==> src/rtl/sevenseg_capture_if.sv <==
// Bundle of the seven-segment bus being monitored plus the decoded results.
// The display driver / bench side uses master; the capture block uses slave.
interface sevenseg_capture_if;
   logic [6:0]  segments;
   logic [7:0]  anodes;
   logic        clear;
   logic [31:0] data_out;
   logic [7:0]  digit_valid;
   logic        frame_done;
   logic        pattern_error;
   logic        anode_error;

   modport master (
      output segments, anodes, clear,
      input  data_out, digit_valid, frame_done, pattern_error, anode_error
   );

   modport slave (
      input  segments, anodes, clear,
      output data_out, digit_valid, frame_done, pattern_error, anode_error
   );
endinterface

==> src/rtl/sevenseg_capture.sv <==
// Decodes the multiplexed active-low 7-seg bus back into a 32-bit hex word with error flags.
// Latency: STABLE_CYCLES+1 edges from pins to outputs; passive monitor, no backpressure.
module sevenseg_capture #(
   parameter logic [7:0]  DIGIT_MASK    = 8'hC3,
   parameter int unsigned STABLE_CYCLES = 1
) (
   input logic               clock,
   input logic               reset,
   sevenseg_capture_if.slave bus
);

   localparam logic [3:0] STAB = 4'(STABLE_CYCLES);

   logic [6:0]  seg_q, seg_d;
   logic [7:0]  an_q, an_d;
   logic [14:0] prev_q, prev_d;
   logic [3:0]  run_cnt_q, run_cnt_d;
   logic [31:0] data_q, data_d;
   logic [7:0]  valid_q, valid_d;
   logic [7:0]  seen_q, seen_d;
   logic        frame_done_q, frame_done_d;
   logic        pattern_error_q, pattern_error_d;
   logic        anode_error_q, anode_error_d;

   logic [7:0]  an_low;
   logic        one_low;
   logic        multi_low;
   logic [2:0]  digit_idx;
   logic        same;
   logic        commit;
   logic [4:0]  dec;
   logic [7:0]  digit_bit;
   logic [7:0]  seen_next;

   // Returns {legal, nibble}; anything outside the 16 glyphs is illegal.
   function automatic logic [4:0] seg_decode(input logic [6:0] s);
      logic [4:0] r;
      case (s)
         7'b0000001: r = {1'b1, 4'h0};
         7'b1001111: r = {1'b1, 4'h1};
         7'b0010010: r = {1'b1, 4'h2};
         7'b0000110: r = {1'b1, 4'h3};
         7'b1001100: r = {1'b1, 4'h4};
         7'b0100100: r = {1'b1, 4'h5};
         7'b0100000: r = {1'b1, 4'h6};
         7'b0001111: r = {1'b1, 4'h7};
         7'b0000000: r = {1'b1, 4'h8};
         7'b0000100: r = {1'b1, 4'h9};
         7'b0001000: r = {1'b1, 4'hA};
         7'b1100000: r = {1'b1, 4'hB};
         7'b0110001: r = {1'b1, 4'hC};
         7'b1000010: r = {1'b1, 4'hD};
         7'b0110000: r = {1'b1, 4'hE};
         7'b0111000: r = {1'b1, 4'hF};
         default:    r = 5'b0_0000;
      endcase
      return r;
   endfunction

   always_comb begin
      an_low    = ~an_q;
      one_low   = (an_low != 8'h00) && ((an_low & (an_low - 8'd1)) == 8'h00);
      multi_low = (an_low != 8'h00) && !one_low;
      digit_idx = 3'd0;
      for (int i = 0; i < 8; i++) begin
         if (an_low[i]) digit_idx = 3'(i);
      end
      digit_bit = 8'h01 << digit_idx;
      dec       = seg_decode(seg_q);
      same      = ({seg_q, an_q} == prev_q);
   end

   // Run counter restarts on any change and parks at STAB so each run commits once.
   always_comb begin
      run_cnt_d = run_cnt_q;
      if (!one_low)
         run_cnt_d = 4'd0;
      else if (!same)
         run_cnt_d = 4'd1;
      else if (run_cnt_q < STAB)
         run_cnt_d = run_cnt_q + 4'd1;
      commit = one_low && (run_cnt_d == STAB) && (!same || (run_cnt_q != STAB));
   end

   always_comb begin
      seg_d           = bus.segments;
      an_d            = bus.anodes;
      prev_d          = {seg_q, an_q};
      data_d          = data_q;
      valid_d         = valid_q;
      seen_d          = seen_q;
      frame_done_d    = 1'b0;
      pattern_error_d = pattern_error_q;
      anode_error_d   = multi_low;
      seen_next       = seen_q | digit_bit;

      if (commit && DIGIT_MASK[digit_idx]) begin
         if (dec[4]) begin
            data_d[{digit_idx, 2'b00} +: 4] = dec[3:0];
            valid_d[digit_idx]              = 1'b1;
            if ((seen_next & DIGIT_MASK) == DIGIT_MASK) begin
               frame_done_d = 1'b1;
               seen_d       = 8'h00;
            end else begin
               seen_d = seen_next;
            end
         end else begin
            valid_d[digit_idx] = 1'b0;
            pattern_error_d    = 1'b1;
         end
      end

      if (bus.clear) begin
         data_d          = 32'h0;
         valid_d         = 8'h00;
         seen_d          = 8'h00;
         pattern_error_d = 1'b0;
         frame_done_d    = 1'b0;
      end
   end

   always_ff @(posedge clock or negedge reset) begin
      if (!reset) begin
         seg_q           <= 7'h7F;
         an_q            <= 8'hFF;
         prev_q          <= {7'h7F, 8'hFF};
         run_cnt_q       <= 4'd0;
         data_q          <= 32'h0;
         valid_q         <= 8'h00;
         seen_q          <= 8'h00;
         frame_done_q    <= 1'b0;
         pattern_error_q <= 1'b0;
         anode_error_q   <= 1'b0;
      end else begin
         seg_q           <= seg_d;
         an_q            <= an_d;
         prev_q          <= prev_d;
         run_cnt_q       <= bus.clear ? 4'd0 : run_cnt_d;
         data_q          <= data_d;
         valid_q         <= valid_d;
         seen_q          <= seen_d;
         frame_done_q    <= frame_done_d;
         pattern_error_q <= pattern_error_d;
         anode_error_q   <= anode_error_d;
      end
   end

   assign bus.data_out      = data_q;
   assign bus.digit_valid   = valid_q;
   assign bus.frame_done    = frame_done_q;
   assign bus.pattern_error = pattern_error_q;
   assign bus.anode_error   = anode_error_q;

endmodule

==> src/flat_wrapper.sv <==
// flat-port wrapper written by rule: the top's interface ports become plain ports
module sevenseg_capture_flat 
#(
   parameter logic [7:0]  DIGIT_MASK    = 8'hC3,
   parameter int unsigned STABLE_CYCLES = 1
)
  (clock, reset, bus_segments, bus_anodes, bus_clear, bus_data_out, bus_digit_valid, bus_frame_done, bus_pattern_error, bus_anode_error);
  sevenseg_capture_if bus_i ();
  input logic clock;
  input logic reset;
  input wire logic [$bits(bus_i.segments)-1:0] bus_segments;
  input wire logic [$bits(bus_i.anodes)-1:0] bus_anodes;
  input wire logic [$bits(bus_i.clear)-1:0] bus_clear;
  output wire logic [$bits(bus_i.data_out)-1:0] bus_data_out;
  output wire logic [$bits(bus_i.digit_valid)-1:0] bus_digit_valid;
  output wire logic [$bits(bus_i.frame_done)-1:0] bus_frame_done;
  output wire logic [$bits(bus_i.pattern_error)-1:0] bus_pattern_error;
  output wire logic [$bits(bus_i.anode_error)-1:0] bus_anode_error;
  assign bus_i.segments = bus_segments;
  assign bus_i.anodes = bus_anodes;
  assign bus_i.clear = bus_clear;
  assign bus_data_out = bus_i.data_out;
  assign bus_digit_valid = bus_i.digit_valid;
  assign bus_frame_done = bus_i.frame_done;
  assign bus_pattern_error = bus_i.pattern_error;
  assign bus_anode_error = bus_i.anode_error;
  sevenseg_capture #(.DIGIT_MASK(DIGIT_MASK), .STABLE_CYCLES(STABLE_CYCLES)) u_core (.clock(clock), .reset(reset), .bus(bus_i));
endmodule
==> config.mk <==
export PLATFORM = sky130hd
export DESIGN_NAME = sevenseg_capture_flat
export DESIGN_NICKNAME = d
export VERILOG_FILES = /design/src/rtl/sevenseg_capture_if.sv /design/src/rtl/sevenseg_capture.sv /design/src/flat_wrapper.sv
export SDC_FILE = /design/constraint.sdc
export NUM_CORES = 1
export LEC_CHECK = 0
export CORE_MARGIN = 3
export CORE_UTILIZATION = 54
export DETAILED_ROUTE_END_ITERATION = 10
export GPL_ROUTABILITY_DRIVEN = 0
export PLACE_DENSITY = 0.8
export SETUP_SLACK_MARGIN = 0.15
export SLEW_MARGIN = 15
export SYNTH_ARGS = -nofsm -noshare
export SYNTH_HDL_FRONTEND = slang
export SYNTH_SLANG_ARGS = --single-unit
==> constraint.sdc <==
create_clock -name clock -period 4.5 [get_ports clock]
set_input_delay 0.45 -clock clock [delete_from_list [all_inputs] [get_ports clock]]
set_output_delay 0.45 -clock clock [all_outputs]
set_load 0.005 [all_outputs]
== Yosys cells after proc, flatten, opt, wreduce, memory -nomap -nowiden ==
Memories as Yosys holds them, arrays and structs flattened.
Index checks and enable logic that the tools add are counted.
Word-level totals
  bits of input ports: 18
  ROM bits: 8
  memories: 1
  flip-flop bits (word level): 85
Memory list
  (name not given): depth 8, bits a word 1, read ports 1, clocked after memory_dff 0, wr ports 0, RTL line sevenseg_capture.sv:97  | if (commit && DIGIT_MASK[digit_idx]) begin
Operators by class
  muxes and demuxes: 33
  equal/unequal tests: 20
  magnitude comparators: 3
  shift-type cells: 3
  add/sub/neg operators: 3
  bitwise gates (word level): 6
  reduce and logical (&&, ||, !) cells: 16
Operator list (count)
  2-to-1 mux 32 bit: 3
  one-hot mux 5 bit (16 select lines): 1
  2-to-1 mux 8 bit: 7
  equality test 7 x 6 -> 1 bit, second input constant: 5
  bitwise mux 32 bit: 1
  variable shift 4 x 7 -> 32 bit, first input constant: 1
  indexed part select 4 x 7 -> 32 bit: 1
  equality test 7 bit, second input constant: 4
  2-to-1 mux 3 bit: 6
  bitwise AND 8 bit: 2
  2-to-1 mux 4 bit: 4
  NOT 8 bit: 2
  bitwise OR 8 bit: 2
  equality test 15 bit: 1
  equality test 7 x 3 -> 1 bit, second input constant: 2
  equality test 7 x 4 -> 1 bit, second input constant: 2
  2-to-1 mux 1 bit: 10
  logical NOT 8 bit: 1
  nonzero test 8 bit: 1
  << shifter 1 x 3 -> 8 bit, first input constant: 1
  subtractor 8 x 1 -> 8 bit, second input constant: 1
  equality test 7 x 1 -> 1 bit, second input constant: 1
  equality test 7 x 5 -> 1 bit, second input constant: 1
  logical NOT 7 bit: 1
  other kinds (15): 23

== Depth between registers and ports, before layout ==
Gate-level depths: netlist of run 1.
  depth after elaboration: 17
  depth in mapped cells: 15
  gate-level depth less buffers: 12

== Worst setup path after synthesis of run 1 ==
No wires, ideal clock.
  path type: reg2reg
  start: register u_core.an_q[6]
  end: register u_core.data_q[27], in the netlist u_core.bus.data_out[27]
  stages on the path, launching flop included: 16
  required time: 4352 ps
  buffers on the path: 3
  clock period less this slack: 3359 ps
  arrival: 3211 ps
  path slack: 1141 ps
  setup time: 148 ps
  cell sequence: dfstp_2 buf_2 nand2_1 a21oi_1 or2_2 clkbuf_1 inv_1 ha_1 ha_1 clkbuf_1 nor3_1 o21ai_0 nor4b_1 o311ai_1 o211ai_1 o21ai_0
Between the ends
  word-level cells in the longest chain between the ends: 12
RTL lines
  start: declaration: RTL line sevenseg_capture.sv:15  | logic [7:0] an_q, an_d;
  start signal: assignment: RTL line sevenseg_capture.sv:136  | an_q <= an_d;
  NOT 8 bit: RTL line sevenseg_capture.sv:61  | an_low = ~an_q;
  subtractor 8 x 1 -> 8 bit: RTL line sevenseg_capture.sv:62  | one_low = (an_low != 8'h00) && ((an_low & (an_low - 8'd1)) == 8'h00);
  bitwise AND 8 bit: RTL line sevenseg_capture.sv:62
  logical NOT 8 bit: RTL line sevenseg_capture.sv:62
  logical AND 1 bit: RTL line sevenseg_capture.sv:62
  2-to-1 mux 4 bit: RTL line sevenseg_capture.sv:76  | if (!one_low)
  equality test 4 x 1 -> 1 bit: RTL line sevenseg_capture.sv:82  | commit = one_low && (run_cnt_d == STAB) && (!same || (run_cnt_q != STAB));
  logical AND 1 bit (2 in a row): RTL line sevenseg_capture.sv:82
  logical AND 1 bit: RTL line sevenseg_capture.sv:97
  nonzero test 2 bit (no line)
  AND reduction 2 bit (no line)
  end signal: assignment: RTL line sevenseg_capture.sv:139  | data_q <= data_d;
  end: declaration: RTL line sevenseg_capture.sv:18  | logic [31:0] data_q, data_d;
Several ways; a longest one is shown, not always the timed one. The select of a mux whose other input is x is not followed.
A chain may end at the register's enable or synchronous reset.

== Final worst setup path of run 1 ==
  start: register u_core.an_q[6]
  end: register u_core.data_q[8], in the netlist u_core.bus.data_out[8]
Same word-level chain as after synthesis.

==> results of run 1 <==
## worst max-delay path, delay by kind of cell, from the launching register on
kind            cells  cell delay (ns)
simple gates        4             1.10
compound gates      5             1.10
flops               1             0.64
fa+ha+maj           2             0.53
buf+inv             1             0.10
## flip-flops by register name (all words and copies together), names as in the netlist
name and count:
u_core.prev_q 15, u_core.an_q 8, u_core.bus.digit_valid 8, u_core.seen_q 4, u_core.run_cnt_q 4, u_core.bus.pattern_error 1
u_core.bus.data_out 32, u_core.seg_q 7, u_core.bus.anode_error 1, u_core.bus.frame_done 1
## area by class of cell
class                   instances  area (µm²)
flip-flops and latches         81        2060
clock inverters                 6        66.3
repair buffers                 62         613
inverters                      15        56.3
well taps                      99         124
fillers                       556        2400
multi-input cells             263        1870
clock buffers                  10         128
## cell usage after synthesis, drive strengths merged, types with 11 or more instances
cell and number:
o21ai 14, dfrtp 51, nand2 38, buf 11, nor4 12, nor3 11, clkbuf 11, xor2 13
mux2i 14, dfstp 30, inv 14
## layer usage
metal | routed length (µm) | vias to the layer above | track usage [%]
met2 | 4470 | 97 | 35.4
li1 | - | 1504 | -
met3 | 452 | 15 | 3.86
met1 | 3900 | 1516 | 28.5
met4 | 214 | 0 | 10.5
met5 | 0 | - | 0
## stage by stage
stage | cell area (µm²) | power, mW
global route | 4930 | 1.48
floorplan | 4120 | 0.863
CTS | 4930 | 1.43
finish | 4930 | 1.43
detailed placement | 4730 | 0.910
global placement | 4730 | 0.907
## where the power goes
group | switching (mW) | internal (mW)
combinational | 0.0714 | 0.0477
sequential | 0.0244 | 0.754
clock | 0.270 | 0.259
## cells in the final DEF (no fill, tap or decap), types with 10 or more instances in the layout
cell                              count
sky130_fd_sc_hd__a21oi_1             10
sky130_fd_sc_hd__clkdlybuf4s50_1     59
sky130_fd_sc_hd__dfrtp_1             51
sky130_fd_sc_hd__dfstp_2             30
sky130_fd_sc_hd__inv_1               13
sky130_fd_sc_hd__mux2i_1             14
sky130_fd_sc_hd__nand2_1             38
sky130_fd_sc_hd__nor3_1              10
sky130_fd_sc_hd__nor4_1              11
sky130_fd_sc_hd__o211ai_1            10
sky130_fd_sc_hd__o21ai_0             13
sky130_fd_sc_hd__xor2_1              13
## kinds of logic (layout without fill, tap and decap cells)
| kind of cell | Yosys count | in the layout | synth area share [%] |
|---|---|---|---|
| AOI/OAI and AO/OA | 88 | 88 | 16.2 |
| xor gates and xnor gates | 17 | 17 | 3.62 |
| adders and majority gates | 9 | 9 | 2.67 |
| buffers and inverters | 37 | 93 | 4.35 |
| DFF | 81 | 81 | 50.1 |
| muxes | 14 | 14 | 3.40 |
| and+or+nand+nor | 135 | 135 | 19.7 |
## final timing paths
kind / cells after the start / from / endpoint / slack [ns]
setup / recovery: 12 / u_core.an_q[6]$_DFF_PN1_ / u_core.bus.data_out[8]$_DFFE_PN0P_ / 0.87
hold / removal: 1 / reset / u_core.bus.frame_done$_DFF_PN0_ / 0.25
setup reg to reg: 12 / u_core.an_q[6]$_DFF_PN1_ / u_core.bus.data_out[8]$_DFFE_PN0P_ / 0.87
hold reg to reg: 0 / u_core.an_q[0]$_DFF_PN1_ / u_core.prev_q[0]$_DFF_PN1_ / 0.40
max in group asynchronous: 1 / reset / u_core.run_cnt_q[1]$_DFF_PN0_ / 3.64
min in group clock: 0 / u_core.an_q[0]$_DFF_PN1_ / u_core.prev_q[0]$_DFF_PN1_ / 0.40
==> impl_metrics.yaml, run 1 <==
clock_network:
  cts_root_buffer: "sky130_fd_sc_hd__clkbuf_8"
  post_cts.resized_instances: 0
  cts.htree.levels: 3
  cts_inserted_buffers: 9
  tritoncts_clock_tree: "done"
  cts-root-to-sink-buffers: 2
  path_clk_slew_ns: 0.09
  post_cts_hold_buffer_count: 0
  clkSinkCount: 81
  post-cts-setup-buffer-count: 0
  insertion_delay_ns: 0.35
placement:
  dp_hpwl_mm: 6.32
  buffer_ports.inserted: 60
  placement_setup_slack_ns: 0.965
  place_inst: 520
sta:
  setup-violations-final: 0
  timing.hold.ws_ns: 0.248
  final_min_period_over_clock_period_pct: 80.7
  setup-tns-final_ns: 0
  finalWorstSetupSlack_ns: 0.870
  timing_max_transition_violations_final: 0
  post-route-min-period_ns: 3.63
  final_hold_viol_count: 0
  rsz_0062_raised_after_global_routing: "false"
  fmax_mhz: 275
  timing.slew.headroom_pct: 35.9
  finClkSkew_ns: 0.0128
  worst-slew-pin-transition_ns: 0.962
detailed_routing:
  avgViaCountPerCell: 5.84
  routed-via-count: 3132
  average_wire_per_standard_cell_um: 16.9
  drt_first_pass_iters: 4
  drt_first_iter_violations: 257
  drc: 0
  routed_wirelength_mm: 9.04
  route.antenna.remaining_nets: 0
grt:
  grt_pass1_vias: 3061
  maximum_number_of_pins_on_one_net_before_global_route_repair: 82
  number_of_antenna_violations_at_the_first_check_in_global_routing: 0
  groute.usage.overall_pct: 21.9
  globalRouteOverflowTotal: 0
  first_pass_grt_wire_length_mm: 14.9
worst_setup_path:
  crit_path_max_incr_delay_ns: 0.64
  worstSetupEndpointType: "flip-flop"
  crit_path_cell_trace: "nand2_1 > a21oi_1 > or2_2 > inv_1 > ha_1 > ha_1 > nor3b_1 > o21ai_0 > nor4b_1 > o311ai_1 > o211ai_1 > o21ai_0"
  crit_fanout: 11
  timing_worst_setup_path_type: "reg2reg"
  worstPathRequired_ns: 4.71
  crit_slowest_cell: "sky130_fd_sc_hd__dfstp_2"
  startpoint_type: "flip-flop"
  crit_arrival_ns: 3.84
status:
  run_status: "completed"
pwr:
  worst_ir_drop_vdd_v: 0.000283
  p_leak_nw: 1.90
  power.density_nw_per_um2: 289
synth:
  synth_nets: 407
  top_reg_cell_synth: "sky130_fd_sc_hd__dfrtp_1"
  synth-seq-cells: 81
  synth-warning-count: 0
  post-synth-top-area-fraction_pct: 31.0
  async_reset_ff_share_pct: 100
  synth_top_cells_by_area: "sky130_fd_sc_hd__dfrtp_1 (31%), sky130_fd_sc_hd__dfstp_2 (19%), sky130_fd_sc_hd__nand2_1 (3.5%)"
  postSynthAreaPerCell_um2: 10.8
  netlist_area_um2: 4120
  synth_area_leader_cell: "sky130_fd_sc_hd__dfrtp_1"
  yosysUniqueCellTypes: 76
  synth-edff-count: 0
  yosysSeqAreaShare_pct: 50.1
  postSynthCellCount: 381
floorplanning:
  die_width_um: 93.3
  fp.dieArea_um2: 8710
  die_height_um: 93.3
  initial_core_util_pct: 56.2
  std_cell_rows: 31
  fp.coreArea_um2: 7330
  pin_count: 61
finish:
  drive_gt1_share_pct: 15.1
  area.growth.synth_to_final_pct: 19.6
  insertedDiodeCount: 0
  final-instance-count-excl-fill: 536
  numnets_final: 458
  postLayoutCoreUtil_pct: 67.2
flow_run:
  maxCapViolCount: 0
hold_path:
  timing.hold.worst.class: "in2async"
Note: power is estimated with default switching activity, not from simulation.
==> run 2, diff against run 1 <==
--- a/config.mk
+++ b/config.mk
@@ -6,10 +6,10 @@
 export NUM_CORES = 1
 export LEC_CHECK = 0
 export CORE_MARGIN = 3
-export CORE_UTILIZATION = 54
+export CORE_UTILIZATION = 49
 export DETAILED_ROUTE_END_ITERATION = 10
 export GPL_ROUTABILITY_DRIVEN = 0
-export PLACE_DENSITY = 0.8
+export PLACE_DENSITY = 0.76
 export SETUP_SLACK_MARGIN = 0.15
 export SLEW_MARGIN = 15
 export SYNTH_ARGS = -nofsm -noshare
==> constraint.sdc (replaced) <==
create_clock -name clock -period 3.1 [get_ports clock]
set_input_delay 0.31 -clock clock [delete_from_list [all_inputs] [get_ports clock]]
set_output_delay 0.31 -clock clock [all_outputs]
set_load 0.005 [all_outputs]
==> run 2 against run 1 <==
  * Non-clock buffer count is 22 higher
  * Die area increased by 9.5%
  * Total power increased by 52%
  * Core utilization down 0.50 points
  * Worst setup slack worse by 0.68 ns
  * Final cell count is 4.7% higher
  * Register-to-register slack worse by 0.68 ns
  * First-iteration DRC count rose by 6.6%
  * Combinational power up 92%
  * Final area grew 7.3%
  * Sequential power up 45%
  * Critical path type unchanged
  * Largest power group unchanged
==> impl_metrics.yaml, run 2 (same netlist as run 1, synthesis figures left out) <==
floorplanning:
  die_width_um: 97.7
  fp.coreArea_um2: 7930
  initial_core_util_pct: 51.9
  die_height_um: 97.7
  pin_count: 61
  std_cell_rows: 32
  fp.dieArea_um2: 9540
worst_setup_path:
  startpoint_type: "flip-flop"
  crit_fanout: 7
  crit_arrival_ns: 3.14
  worstPathRequired_ns: 3.34
  crit_slowest_cell: "sky130_fd_sc_hd__dfstp_2"
  crit_path_max_incr_delay_ns: 0.61
  worstSetupEndpointType: "flip-flop"
  critPathTopFamily: "compound AO/OA/AOI/OAI gates"
  timing_worst_setup_path_type: "reg2reg"
  crit_path_cell_trace: "buf_4 > nand2_4 > o21bai_4 > inv_2 > ha_2 > ha_4 > nor3b_4 > o21ai_2 > nor4b_4 > o311ai_4 > o211ai_1 > o21ai_0"
  critical_path_buf_inv_count: 2
finish:
  numnets_final: 480
  largest_register_ff_count: 32
  insertedDiodeCount: 0
  area.growth.synth_to_final_pct: 28.4
  final_common_cell: "sky130_fd_sc_hd__clkdlybuf4s50_1"
  layout.cells.most_common_list: "sky130_fd_sc_hd__clkdlybuf4s50_1 (59), sky130_fd_sc_hd__dfrtp_1 (51), sky130_fd_sc_hd__nand2_1 (36), sky130_fd_sc_hd__dfstp_2 (30), sky130_fd_sc_hd__buf_4 (24)"
  drive_gt1_share_pct: 23.5
  postLayoutCoreUtil_pct: 66.7
  fillCellCount: 622
  final-instance-count-excl-fill: 561
sta:
  final_hold_viol_count: 0
  fmax_mhz: 344
  timing.slew.headroom_pct: 34.5
  timing_max_transition_violations_final: 0
  finClkSkew_ns: 0.0168
  timing.hold.ws_ns: 0.0729
  rsz_0062_raised_after_global_routing: "true"
  setup-violations-final: 0
  worst-slew-pin-transition_ns: 0.983
  post-route-min-period_ns: 2.91
  final_min_period_over_clock_period_pct: 93.7
detailed_routing:
  drc: 0
  routed_wirelength_mm: 9.86
  routed-via-count: 3294
  drt_first_pass_iters: 5
  average_wire_per_standard_cell_um: 17.6
  route.antenna.remaining_nets: 0
  drt_first_iter_violations: 274
  avgViaCountPerCell: 5.87
clock_network:
  clkSinkCount: 81
  cts.htree.levels: 3
  cts_inserted_buffers: 9
  path_clk_slew_ns: 0.09
  insertion_delay_ns: 0.36
  cts_root_buffer: "sky130_fd_sc_hd__clkbuf_8"
  post_cts_hold_buffer_count: 0
  tritoncts_clock_tree: "done"
  cts-root-to-sink-buffers: 2
placement:
  dp_hpwl_mm: 6.60
  place_inst: 528
  buffer_ports.inserted: 60
pwr:
  power.density_nw_per_um2: 411
  p_leak_nw: 2.06
  worst_ir_drop_vdd_v: 0.000260
grt:
  number_of_antenna_violations_at_the_first_check_in_global_routing: 0
  groute.usage.overall_pct: 20.3
  first_pass_grt_wire_length_mm: 15.8
  maximum_number_of_pins_on_one_net_before_global_route_repair: 82
  grt_pass1_vias: 3200
  globalRouteOverflowTotal: 0
flow_run:
  maxCapViolCount: 0
status:
  run_status: "completed"
hold_path:
  timing.hold.worst.class: "in2async"
## run 2: cell types whose count changed in the layout (fill, tap and decap cells not counted), sizes merged
cell,delta
buf,+22
clkbuf,+1
clkinv,+2
clkinvlp,-2
inv,-1
## run 2: path summary, 6_finish.rpt
check,depth (start not counted),slack (ns),to,start
hold reg to reg,0,0.40,u_core.prev_q[0]$_DFF_PN1_,u_core.an_q[0]$_DFF_PN1_
max in group asynchronous,1,2.35,u_core.run_cnt_q[3]$_DFF_PN0_,reset
setup reg to reg,12,0.19,u_core.bus.data_out[11]$_DFFE_PN0P_,u_core.an_q[4]$_DFF_PN1_
setup / recovery,12,0.19,u_core.bus.data_out[11]$_DFFE_PN0P_,u_core.an_q[4]$_DFF_PN1_
hold / removal,1,0.07,u_core.bus.digit_valid[1]$_DFFE_PN0P_,reset
min in group clock,1,0.36,u_core.seg_q[4]$_DFF_PN1_,bus_segments[4]
## run 2: metrics by stage
| stage | cell area, µm² | TNS (ns) | power (mW) | setup WS [ns] |
|---|---|---|---|---|
| finish | 5290 | 0 | 2.17 | 0.194 |
| global route | 5290 | 0 | 2.27 | 0.0518 |
| CTS | 5090 | 0 | 2.16 | 0.198 |
| detailed placement | 4820 | -0.0326 | 1.33 | -0.0326 |
| global placement | 4820 | 0 | 1.33 | 0.139 |
| floorplan | 4190 | 0 | 1.26 | 0.151 |
## run 2: cell type report
| cell class | count | area, µm² | share of cell area, % |
|---|---|---|---|
| repair buffers | 84 | 791 | 15.0 |
| inverters | 15 | 56.3 | 1.06 |
| clock inverters | 5 | 61.3 | 1.16 |
| well taps | 102 | 128 | 2.41 |
| flip-flops and latches | 81 | 2060 | 39.0 |
| clock buffers | 11 | 153 | 2.89 |
| multi-input cells | 263 | 2030 | 38.5 |
## run 2: per-layer routing
| metal | global-route usage (%) | wire (µm) |
|---|---|---|
| met1 | 26.8 | 4270 |
| met3 | 4.09 | 497 |
| met4 | 9.05 | 222 |
| met5 | 0 | 0 |
| met2 | 32.3 | 4870 |
## run 2: repair_timing
action / in CTS / in global routing
setup endpoints to repair: 19 / 18
resized for setup: 4 / 19
setup buffers: 3 / 14
cloned: 0 / 0
pin swaps: 1 / 10
## run 2: where the power goes
group	switching [mW]	internal [mW]
combinational	0.127	0.100
clock	0.389	0.426
sequential	0.0347	1.09
==> run 3, diff against run 2 <==
--- a/config.mk
+++ b/config.mk
@@ -7,6 +7,7 @@
 export LEC_CHECK = 0
 export CORE_MARGIN = 3
 export CORE_UTILIZATION = 49
+export CTS_CLUSTER_DIAMETER = 60
 export DETAILED_ROUTE_END_ITERATION = 10
 export GPL_ROUTABILITY_DRIVEN = 0
 export PLACE_DENSITY = 0.76
==> results of run 3 <==
Final layout, timing and power as in run 2 (identical DEF).
